$ cat src/rtl/opicorv32_pcpi_issue_if.sv
// PCPI bus between the issuing core and the attached coprocessors.
// master = issuing core, slave = coprocessor.
interface opicorv32_pcpi_issue_if;
  logic        pcpi_valid;
  logic [31:0] pcpi_insn;
  logic [31:0] pcpi_rs1;
  logic [31:0] pcpi_rs2;
  logic        pcpi_wr;
  logic [31:0] pcpi_rd;
  logic        pcpi_wait;
  logic        pcpi_ready;

  modport master (
    output pcpi_valid, pcpi_insn, pcpi_rs1, pcpi_rs2,
    input  pcpi_wr, pcpi_rd, pcpi_wait, pcpi_ready
  );

  modport slave (
    input  pcpi_valid, pcpi_insn, pcpi_rs1, pcpi_rs2,
    output pcpi_wr, pcpi_rd, pcpi_wait, pcpi_ready
  );
endinterface

$ cat src/rtl/opicorv32_pcpi_issue.sv
// Core-side PCPI issue unit: takes one offload request, presents it on the
// PCPI bus, waits for a coprocessor to finish (pcpi_wait keeps it alive) and
// returns the result, or an illegal-instruction trap if nobody claims the
// instruction within TIMEOUT cycles.
// Optional macro PCPI_ISSUE_STATS_EN adds issue/timeout statistics counters;
// without it the stat ports read as zero and no counter flops exist.
module opicorv32_pcpi_issue #(
  parameter int TIMEOUT = 16
) (
  input  logic        clk,
  input  logic        reset,
  input  logic        req_valid,
  output logic        req_ready,
  input  logic [31:0] req_insn,
  input  logic [31:0] req_rs1,
  input  logic [31:0] req_rs2,
  input  logic        kill,
  output logic        rsp_valid,
  output logic        rsp_wr,
  output logic [31:0] rsp_rd,
  output logic        rsp_trap,
  opicorv32_pcpi_issue_if.master pcpi,
  output logic [31:0] stat_issued,
  output logic [31:0] stat_timeouts
);

  typedef enum logic [1:0] {IDLE, BUSY, RESP} state_t;

  localparam logic [7:0] TimeoutLoad = 8'(TIMEOUT);

  state_t      state;
  logic [7:0]  count;
  logic        req_ready_q;
  logic        pcpi_valid_q;
  logic [31:0] insn_q;
  logic [31:0] rs1_q;
  logic [31:0] rs2_q;
  logic        rsp_valid_q;
  logic        rsp_wr_q;
  logic [31:0] rsp_rd_q;
  logic        rsp_trap_q;

  logic accept;
  logic take_rsp;
  logic time_out;

  assign accept   = (state == IDLE) && req_valid && !kill;
  assign take_rsp = (state == BUSY) && !kill && pcpi.pcpi_ready;
  assign time_out = (state == BUSY) && !kill && !pcpi.pcpi_ready &&
                    !pcpi.pcpi_wait && (count == 8'd1);

  // Issue FSM: accept, hold the PCPI request until ready or timeout, then
  // present the captured response for one cycle.
  always_ff @(posedge clk) begin
    if (reset) begin
      state        <= IDLE;
      count        <= '0;
      req_ready_q  <= 1'b1;
      pcpi_valid_q <= 1'b0;
      insn_q       <= '0;
      rs1_q        <= '0;
      rs2_q        <= '0;
      rsp_valid_q  <= 1'b0;
      rsp_wr_q     <= 1'b0;
      rsp_rd_q     <= '0;
      rsp_trap_q   <= 1'b0;
    end else begin
      case (state)
        IDLE: begin
          if (accept) begin
            insn_q       <= req_insn;
            rs1_q        <= req_rs1;
            rs2_q        <= req_rs2;
            count        <= TimeoutLoad;
            req_ready_q  <= 1'b0;
            pcpi_valid_q <= 1'b1;
            state        <= BUSY;
          end
        end
        BUSY: begin
          if (kill) begin
            pcpi_valid_q <= 1'b0;
            req_ready_q  <= 1'b1;
            state        <= IDLE;
          end else if (take_rsp) begin
            pcpi_valid_q <= 1'b0;
            rsp_valid_q  <= 1'b1;
            rsp_wr_q     <= pcpi.pcpi_wr;
            rsp_rd_q     <= pcpi.pcpi_wr ? pcpi.pcpi_rd : 32'd0;
            rsp_trap_q   <= 1'b0;
            state        <= RESP;
          end else if (pcpi.pcpi_wait) begin
            count <= TimeoutLoad;
          end else if (time_out) begin
            pcpi_valid_q <= 1'b0;
            rsp_valid_q  <= 1'b1;
            rsp_wr_q     <= 1'b0;
            rsp_rd_q     <= '0;
            rsp_trap_q   <= 1'b1;
            state        <= RESP;
          end else begin
            count <= count - 8'd1;
          end
        end
        RESP: begin
          rsp_valid_q <= 1'b0;
          rsp_wr_q    <= 1'b0;
          rsp_rd_q    <= '0;
          rsp_trap_q  <= 1'b0;
          req_ready_q <= 1'b1;
          state       <= IDLE;
        end
        default: begin
          pcpi_valid_q <= 1'b0;
          rsp_valid_q  <= 1'b0;
          req_ready_q  <= 1'b1;
          state        <= IDLE;
        end
      endcase
    end
  end

  // The response strobe is registered, but a flush arriving during the RESP
  // cycle itself must still cancel it, hence the gating with kill here.
  assign rsp_valid = rsp_valid_q && !kill;
  assign rsp_wr    = rsp_valid && rsp_wr_q;
  assign rsp_rd    = rsp_valid ? rsp_rd_q : 32'd0;
  assign rsp_trap  = rsp_valid && rsp_trap_q;

  assign req_ready       = req_ready_q;
  assign pcpi.pcpi_valid = pcpi_valid_q;
  assign pcpi.pcpi_insn  = insn_q;
  assign pcpi.pcpi_rs1   = rs1_q;
  assign pcpi.pcpi_rs2   = rs2_q;

`ifdef PCPI_ISSUE_STATS_EN
  logic [31:0] issued_q;
  logic [31:0] timeouts_q;

  // Free-running statistics: accepted requests and trap responses.
  always_ff @(posedge clk) begin
    if (reset) begin
      issued_q   <= '0;
      timeouts_q <= '0;
    end else begin
      if (accept)   issued_q   <= issued_q + 32'd1;
      if (time_out) timeouts_q <= timeouts_q + 32'd1;
    end
  end

  assign stat_issued   = issued_q;
  assign stat_timeouts = timeouts_q;
`else
  assign stat_issued   = '0;
  assign stat_timeouts = '0;
`endif

endmodule

$ cat src/flat_wrapper.sv
// flat-port wrapper written by rule: the top's interface ports become plain ports
module opicorv32_pcpi_issue_flat 
#(
  parameter int TIMEOUT = 16
)
  (clk, reset, req_valid, req_ready, req_insn, req_rs1, req_rs2, kill, rsp_valid, rsp_wr, rsp_rd, rsp_trap, stat_issued, stat_timeouts, pcpi_pcpi_valid, pcpi_pcpi_insn, pcpi_pcpi_rs1, pcpi_pcpi_rs2, pcpi_pcpi_wr, pcpi_pcpi_rd, pcpi_pcpi_wait, pcpi_pcpi_ready);
  opicorv32_pcpi_issue_if pcpi_i ();
  input  logic clk;
  input  logic reset;
  input  logic req_valid;
  output logic req_ready;
  input  logic [31:0] req_insn;
  input  logic [31:0] req_rs1;
  input  logic [31:0] req_rs2;
  input  logic kill;
  output logic rsp_valid;
  output logic rsp_wr;
  output logic [31:0] rsp_rd;
  output logic rsp_trap;
  output logic [31:0] stat_issued;
  output logic [31:0] stat_timeouts;
  output wire logic [$bits(pcpi_i.pcpi_valid)-1:0] pcpi_pcpi_valid;
  output wire logic [$bits(pcpi_i.pcpi_insn)-1:0] pcpi_pcpi_insn;
  output wire logic [$bits(pcpi_i.pcpi_rs1)-1:0] pcpi_pcpi_rs1;
  output wire logic [$bits(pcpi_i.pcpi_rs2)-1:0] pcpi_pcpi_rs2;
  input wire logic [$bits(pcpi_i.pcpi_wr)-1:0] pcpi_pcpi_wr;
  input wire logic [$bits(pcpi_i.pcpi_rd)-1:0] pcpi_pcpi_rd;
  input wire logic [$bits(pcpi_i.pcpi_wait)-1:0] pcpi_pcpi_wait;
  input wire logic [$bits(pcpi_i.pcpi_ready)-1:0] pcpi_pcpi_ready;
  assign pcpi_pcpi_valid = pcpi_i.pcpi_valid;
  assign pcpi_pcpi_insn = pcpi_i.pcpi_insn;
  assign pcpi_pcpi_rs1 = pcpi_i.pcpi_rs1;
  assign pcpi_pcpi_rs2 = pcpi_i.pcpi_rs2;
  assign pcpi_i.pcpi_wr = pcpi_pcpi_wr;
  assign pcpi_i.pcpi_rd = pcpi_pcpi_rd;
  assign pcpi_i.pcpi_wait = pcpi_pcpi_wait;
  assign pcpi_i.pcpi_ready = pcpi_pcpi_ready;
  opicorv32_pcpi_issue #(.TIMEOUT(TIMEOUT)) u_core (.clk(clk), .reset(reset), .req_valid(req_valid), .req_ready(req_ready), .req_insn(req_insn), .req_rs1(req_rs1), .req_rs2(req_rs2), .kill(kill), .rsp_valid(rsp_valid), .rsp_wr(rsp_wr), .rsp_rd(rsp_rd), .rsp_trap(rsp_trap), .pcpi(pcpi_i), .stat_issued(stat_issued), .stat_timeouts(stat_timeouts));
endmodule
$ cat config.mk
export PLATFORM = sky130hd
export DESIGN_NAME = opicorv32_pcpi_issue_flat
export DESIGN_NICKNAME = d
export VERILOG_FILES = /design/src/rtl/opicorv32_pcpi_issue_if.sv /design/src/rtl/opicorv32_pcpi_issue.sv /design/src/flat_wrapper.sv
export SDC_FILE = /design/constraint.sdc
export NUM_CORES = 1
export LEC_CHECK = 0
export CORE_MARGIN = 3
export CORE_UTILIZATION = 30
export CTS_CLUSTER_SIZE = 16
export DETAILED_ROUTE_END_ITERATION = 10
export GPL_TIMING_DRIVEN = 1
export PLACE_DENSITY = 0.75
export SLEW_MARGIN = 15
export SYNTH_ARGS = -nofsm -noshare
export SYNTH_HDL_FRONTEND = slang
export SYNTH_SLANG_ARGS = --single-unit
$ cat constraint.sdc
create_clock -name clk -period 2.5 [get_ports clk]
set_clock_uncertainty 0.1 [all_clocks]
set_input_delay 0.375 -clock clk [delete_from_list [all_inputs] [get_ports clk]]
set_output_delay 0.375 -clock clk [all_outputs]
set_load 0.01 [all_outputs]
Yosys cells after proc, flatten, opt, wreduce, memory -nomap -nowiden:

Index checks and enable logic that the tools add are counted.
Widths: inputs -> output; s select.

* register bits: 143
* input port bits: 135
* output and inout port bits: 197
* word-level logic and storage cells: 88

* add/sub/neg operators: 1
* equality and inequality tests: 12
* mux-type cells: 39
* bitwise gates (word level): 2
* reduce and logical (&&, ||, !) cells: 23

Operators by type and width (count)
* $mux 32: 6
* $pmux 32 s2: 1
* $mux 8: 5
* $pmux 8 s2: 1
* $mux 1: 15
* $reduce_and 4->1: 3
* $logic_and 1x1->1: 10
* $mux 2: 5
* $eq 8x1->1 const B: 1
* $pmux 1 s2: 4
* $sub 8x1->8 const B: 1
* $ne 2x2->1 const B: 3
* $reduce_and 5->1: 1
* $ne 4x2->1 const B: 1
* $ne 4x3->1 const B: 1
* $pmux 2 s2: 1
* $reduce_and 2->1: 2
* $reduce_bool 2->1: 2
* $logic_not 1->1: 3
* $ne 3x1->1 const B: 1
* $ne 3x2->1 const B: 1
* $ne 3x3->1 const B: 1
* $pmux 1 s3: 1
* $reduce_and 3->1: 1
* other kinds (5): 6

Depth between registers and ports, before layout:

Gate-level depths: netlist of the first run.

* depth after elaboration: 10
* depth in mapped cells: 9
* mapped depth without buffers: 6

Worst setup path after synthesis of the first run:

Ideal clock, no wire load.

* kind: reg-to-reg
* from: reg u_core.state[1]
* to: reg u_core.count[6]
* setup time: 0.070 ns
* data arrival time: 1.808 ns
* data required time: 2.330 ns
* slack: 0.521 ns
* stages on the path, launching flop included: 7
* path buffers: 0
* clock period less this slack: 1.979 ns
* path through: dfxtp_1 inv_1 ha_1 nand2b_2 a2111oi_4 or4b_1 a21oi_1

* longest elaborated chain between the ends: 7
* elaborated cells on any way between the ends: 16
* those cells by class: 5 x eq/ne; 1 x mux; 10 x reduce/logical

Ends and longest elaborated chain
* start: declaration: RTL line opicorv32_pcpi_issue.sv:31 `state_t state;`
* start signal: assignment: RTL line opicorv32_pcpi_issue.sv:56 `state <= IDLE;`
* start signal: assignment: RTL line opicorv32_pcpi_issue.sv:77 `state <= BUSY;`
* start signal: assignment: RTL line opicorv32_pcpi_issue.sv:84 `state <= IDLE;`
* $eq 2x1->1: RTL line opicorv32_pcpi_issue.sv:48, opicorv32_pcpi_issue.sv:49, opicorv32_pcpi_issue.sv:68
* $logic_and 1x1->1: RTL line opicorv32_pcpi_issue.sv:48, opicorv32_pcpi_issue.sv:49
* $logic_and 1x1->1 (2 in series): RTL line opicorv32_pcpi_issue.sv:49 `assign time_out = (state == BUSY) && !kill && !pcpi.pcpi_ready &&`
* $logic_and 1x1->1: RTL line opicorv32_pcpi_issue.sv:50 `!pcpi.pcpi_wait && (count == 8'd1);`
* $ne 3x3->1 (no source line)
* $reduce_and 5->1 (no source line)
* end signal: assignment: RTL line opicorv32_pcpi_issue.sv:74 `count <= TimeoutLoad;`
* end signal: assignment: RTL line opicorv32_pcpi_issue.sv:93 `count <= TimeoutLoad;`
* end signal: assignment: RTL line opicorv32_pcpi_issue.sv:102 `count <= count - 8'd1;`
* end: declaration: RTL line opicorv32_pcpi_issue.sv:32 `logic [7:0] count;`

Parallel ways exist; a longest one is shown, timed or not.
A chain may end at the register's enable or synchronous reset.

Final worst setup path of the first run:

* from: in kill
* to: out rsp_trap

* longest elaborated chain between the ends: 3

Ends and longest elaborated chain
* start: declaration: RTL line flat_wrapper.sv:15 `input logic kill;`
* $logic_not 1->1: RTL line opicorv32_pcpi_issue.sv:125 `assign rsp_valid = rsp_valid_q && !kill;`
* $logic_and 1x1->1: RTL line opicorv32_pcpi_issue.sv:125
* $logic_and 1x1->1: RTL line opicorv32_pcpi_issue.sv:128 `assign rsp_trap = rsp_valid && rsp_trap_q;`
* end: declaration: RTL line flat_wrapper.sv:19 `output logic rsp_trap;`

No other way between the ends.

==> results of run 1 <==
## worst register-to-register path, cell delays in order, from the launching register on
cell and delay (ns):
dfxtp_1 0.33, inv_1 0.09, ha_1 0.39, nand2b_2 0.16, a2111oi_4 0.36, or4b_1 0.47, a21oi_1 0.15
## layout make-up
cell class,instances,area (um2),area share
diodes,1,2.50,0.000262
clock buffers,18,439,0.0460
clock inverters,13,130,0.0136
inverters,9,33.8,0.00354
multi-input cells,569,2860,0.299
flip-flops and latches,143,2860,0.300
well taps,265,332,0.0347
repair buffers,285,2890,0.303
## power groups by stage
stage / combinational [mW] / clock, mW / sequential, mW
3_3_place_gp: 1.00 / 0 / 2.49
4_1_cts: 1.02 / 2.55 / 2.44
3_5_place_dp: 1.01 / 0 / 2.49
6_report: 1.01 / 2.46 / 2.44
5_1_grt: 1.10 / 2.64 / 2.45
2_1_floorplan: 0.515 / 0 / 2.53
## Yosys cell counts
| cell type | number | area [um2] |
|---|---|---|
| inv_2 | 2 | 7.51 |
| nor2_1 | 17 | 63.8 |
| nor4_4 | 1 | 21.3 |
| inv_1 | 7 | 26.3 |
| a21oi_1 | 104 | 521 |
| and3_1 | 1 | 6.26 |
| or4b_1 | 1 | 10.0 |
| conb_1 | 1 | 3.75 |
| o311ai_2 | 1 | 16.3 |
| a31oi_1 | 4 | 25.0 |
| a32o_1 | 1 | 10.0 |
| o21ai_0 | 6 | 30.0 |
| o21a_1 | 1 | 7.51 |
| nand2_1 | 261 | 980 |
| o21ai_1 | 1 | 5.00 |
| and2_1 | 34 | 213 |
| ha_1 | 5 | 62.6 |
| nor3_1 | 2 | 10.0 |
| nand3_1 | 1 | 5.00 |
| or3_1 | 2 | 12.5 |
| or4_1 | 2 | 15.0 |
| clkbuf_1 | 36 | 135 |
| a311oi_1 | 2 | 17.5 |
| nor4b_4 | 1 | 23.8 |
| a41oi_2 | 1 | 16.3 |
| nand2b_1 | 2 | 12.5 |
| and4_1 | 1 | 8.76 |
| mux2_1 | 2 | 22.5 |
| nand2b_2 | 1 | 8.76 |
| buf_2 | 4 | 20.0 |
| o22ai_1 | 1 | 6.26 |
| buf_4 | 64 | 480 |
| nand3b_1 | 2 | 15.0 |
| a211oi_1 | 3 | 22.5 |
| or4b_4 | 1 | 13.8 |
| a2111oi_4 | 1 | 27.5 |
| dfxtp_1 | 143 | 2860 |
| buf_6 | 3 | 33.8 |
| nor2b_1 | 3 | 18.8 |
| o31ai_1 | 3 | 22.5 |
| mux2i_1 | 33 | 330 |
| o21ai_2 | 1 | 8.76 |
| o211ai_1 | 1 | 7.51 |
| a41o_1 | 1 | 10.0 |
| buf_1 | 7 | 26.3 |
## registers in the layout, summed over array words and instances (netlist names), 2 cells and up
| register | flops |
|---|---|
| u_core.rsp_rd_q | 32 |
| u_core.pcpi.pcpi_rs1 | 32 |
| u_core.pcpi.pcpi_insn | 32 |
| u_core.pcpi.pcpi_rs2 | 32 |
| u_core.state | 2 |
| u_core.count | 8 |
## layer usage
layer	vias up	wire (um)	track usage
li1	2886	-	-
met1	2583	7220	0.176
met2	208	8730	0.256
met3	11	1640	0.0648
met4	0	227	0.0412
met5	-	0	0
## final timing paths
kind / start / slack, ns / cells past startpoint / endpoint
worst min-delay path: reset / 0.22 / 4 / u_core.rsp_trap_q$_SDFFE_PP0P_
worst max-delay path: kill / 0.12 / 5 / rsp_trap
worst min register to register: u_core.pcpi.pcpi_rs2[1]$_SDFFE_PP0P_ / 0.35 / 2 / u_core.pcpi.pcpi_rs2[1]$_SDFFE_PP0P_
worst max register to register: u_core.state[1]$_SDFFE_PP0P_ / 0.37 / 6 / u_core.count[6]$_SDFFE_PP0P_
## logic make-up (layout without fill, tap and decap cells)
family / Yosys count / after routing / synth area share
AND/OR/NAND/NOR: 333 / 333 / 0.232
flip-flops: 143 / 143 / 0.462
AO/OA/AOI/OAI: 132 / 132 / 0.121
buffers and inverters: 123 / 325 / 0.118
multiplexers: 35 / 35 / 0.0569
adder cells (fa/ha/maj): 5 / 5 / 0.0101
other: 1 / 65 / 0.000605
## cells in the final DEF, fill, tap and decap left out, types with 3 or more instances in the layout
cell type / n
clkdlybuf4s50_1: 266
inv_1: 7
buf_4: 12
conb_1: 64
o31ai_1: 3
inv_6: 5
clkbuf_16: 17
mux2i_1: 33
buf_12: 7
and2_1: 34
o21ai_0: 6
ha_1: 5
nor2_1: 17
a211oi_1: 3
a31oi_1: 4
a21oi_1: 104
dfxtp_1: 143
clkinvlp_4: 6
nand2_1: 261
==> impl_results.md, run 1 <==
- Run status: finished clean
- Slew HR: 0.578
- CP Buf/Inv Count: 3
- Ordered list of cells on the worst path: clkdlybuf4s50_1 -> nor2b_2 -> buf_4 -> and2_1 -> clkdlybuf4s50_1
- Placed cells: 1271
- VDD IR max: around 0.46 mV
- Hold_buf cts: 0
- CTS tree: built
- Largest net degree at the start of global routing: 59
- Initial antenna violation count: 1
- Overflow after GRT: 0
- GPL Wtd Cong: between 0.7 and 0.8
- Syn_area_per_cell: approximately 8 um2
- Slowest cell on the critical path: clkdlybuf4s50_1
- Hold slack: 0.220 ns
- Mapped cell area: 6200 um2
- Post-CTS Repair Setup Buffers: 0
- Logic pwr share: 0.171
- Row Count: 51
- Total Wirelength: around 18 mm
- H-tree depth: 4
- Core Util, Final: 0.480
- Tot GR Track Use: 0.151
- Port bufs: ~270
- CP most frequent cell: clkdlybuf4s50_1
- Final Cell Area: 9550 um2
- Remaining antenna violation count after routing: 0
- Cts bufs inserted: 17
- Wire per inst: 13.7 um
- Setup_tns: 0 ns
- Max cap viols: 0
- YS warnings: 0
- Filler instances: 1934
- Core box area: 19900 um2
- Clk slew on worst S/H paths: roughly 0.070 ns
- Synthesis-to-layout area growth: 54.0%
- Synthesized flop and latch total: 143
- Setup violations, final: 0
- Die X: 150 um
- WP data arrival: 1.91 ns
- DRC: 0
- Internal power: 4.32 mW
- Startpoint types: input port
- Sw frac: 0.269
- Num Clock Sinks: approximately 140
- Post-CTS sizing: 0
- Pre-CTS setup slack: 0.108 ns
- Final Cycle Share: 0.953
- CP Data Required Time: slightly above 2 ns
- Synth Instances: 772
- Clock buffer depth: 2
- Post-layout minimum cycle time: between 2 and 2.5 ns
- First-pass GRT wire length: around 27 mm
- DPL Wire Length: 12.9 mm
- FMAX: about 420 MHz
- CP Capture Type: primary output
- Seq/Total Area, Yosys: 0.462
- Sw Pwr: 1.59 mW
- Top cell family by delay on the critical path: buffers and inverters
- Post-DP Area: 8980 um2
- Flop pwr share: 0.413
- Total Power: 5.91 mW
- Final-report max-slew violation count: 0
- IO Pins: 332
- Pwr dens: 619 nW/um2
- Total die area: 22400 um2
- Hold Path Class: input port to flip-flop
- RSZ-0062 raised after global routing: no
- Vias in the first global route: 5431
- Yosys cell types: 45
- CP max stage delay: between 0.5 and 0.6 ns
- Clock group share of total power: 0.416
- Via count: 5688
- Iter 0 DRT Violations: ~170
- CP max FO: 19
- Setup CP Type: input port to primary output
- DR pass1 iterations: 4
- LEAKAGE: 3.65 nW
- Layout cells sized above 1: 0.0598
- Skew-Pair Late Insertion Delay: 0.41 ns
- Die H: between 100 and 150 um
- CTS root buffer: clkbuf_16
- Initial core utilization: 0.312
- Final Hold Fails: 0
- Final non-filler cell total: approximately 1300
- Fin nets: between 1000 and 1500
- Worst-margin pin slew: 0.633 ns
- Setup WS post-layout: 0.117 ns
- Vias per cell: approximately 4.4
No activity file was read; power rests on OpenSTA's default activity.
==> inputs of run 2 (changes only) <==
- CAP_MARGIN: default -> 20
==> results of run 2 <==
The final DEF is identical to that of run 1; final timing and power are the same.
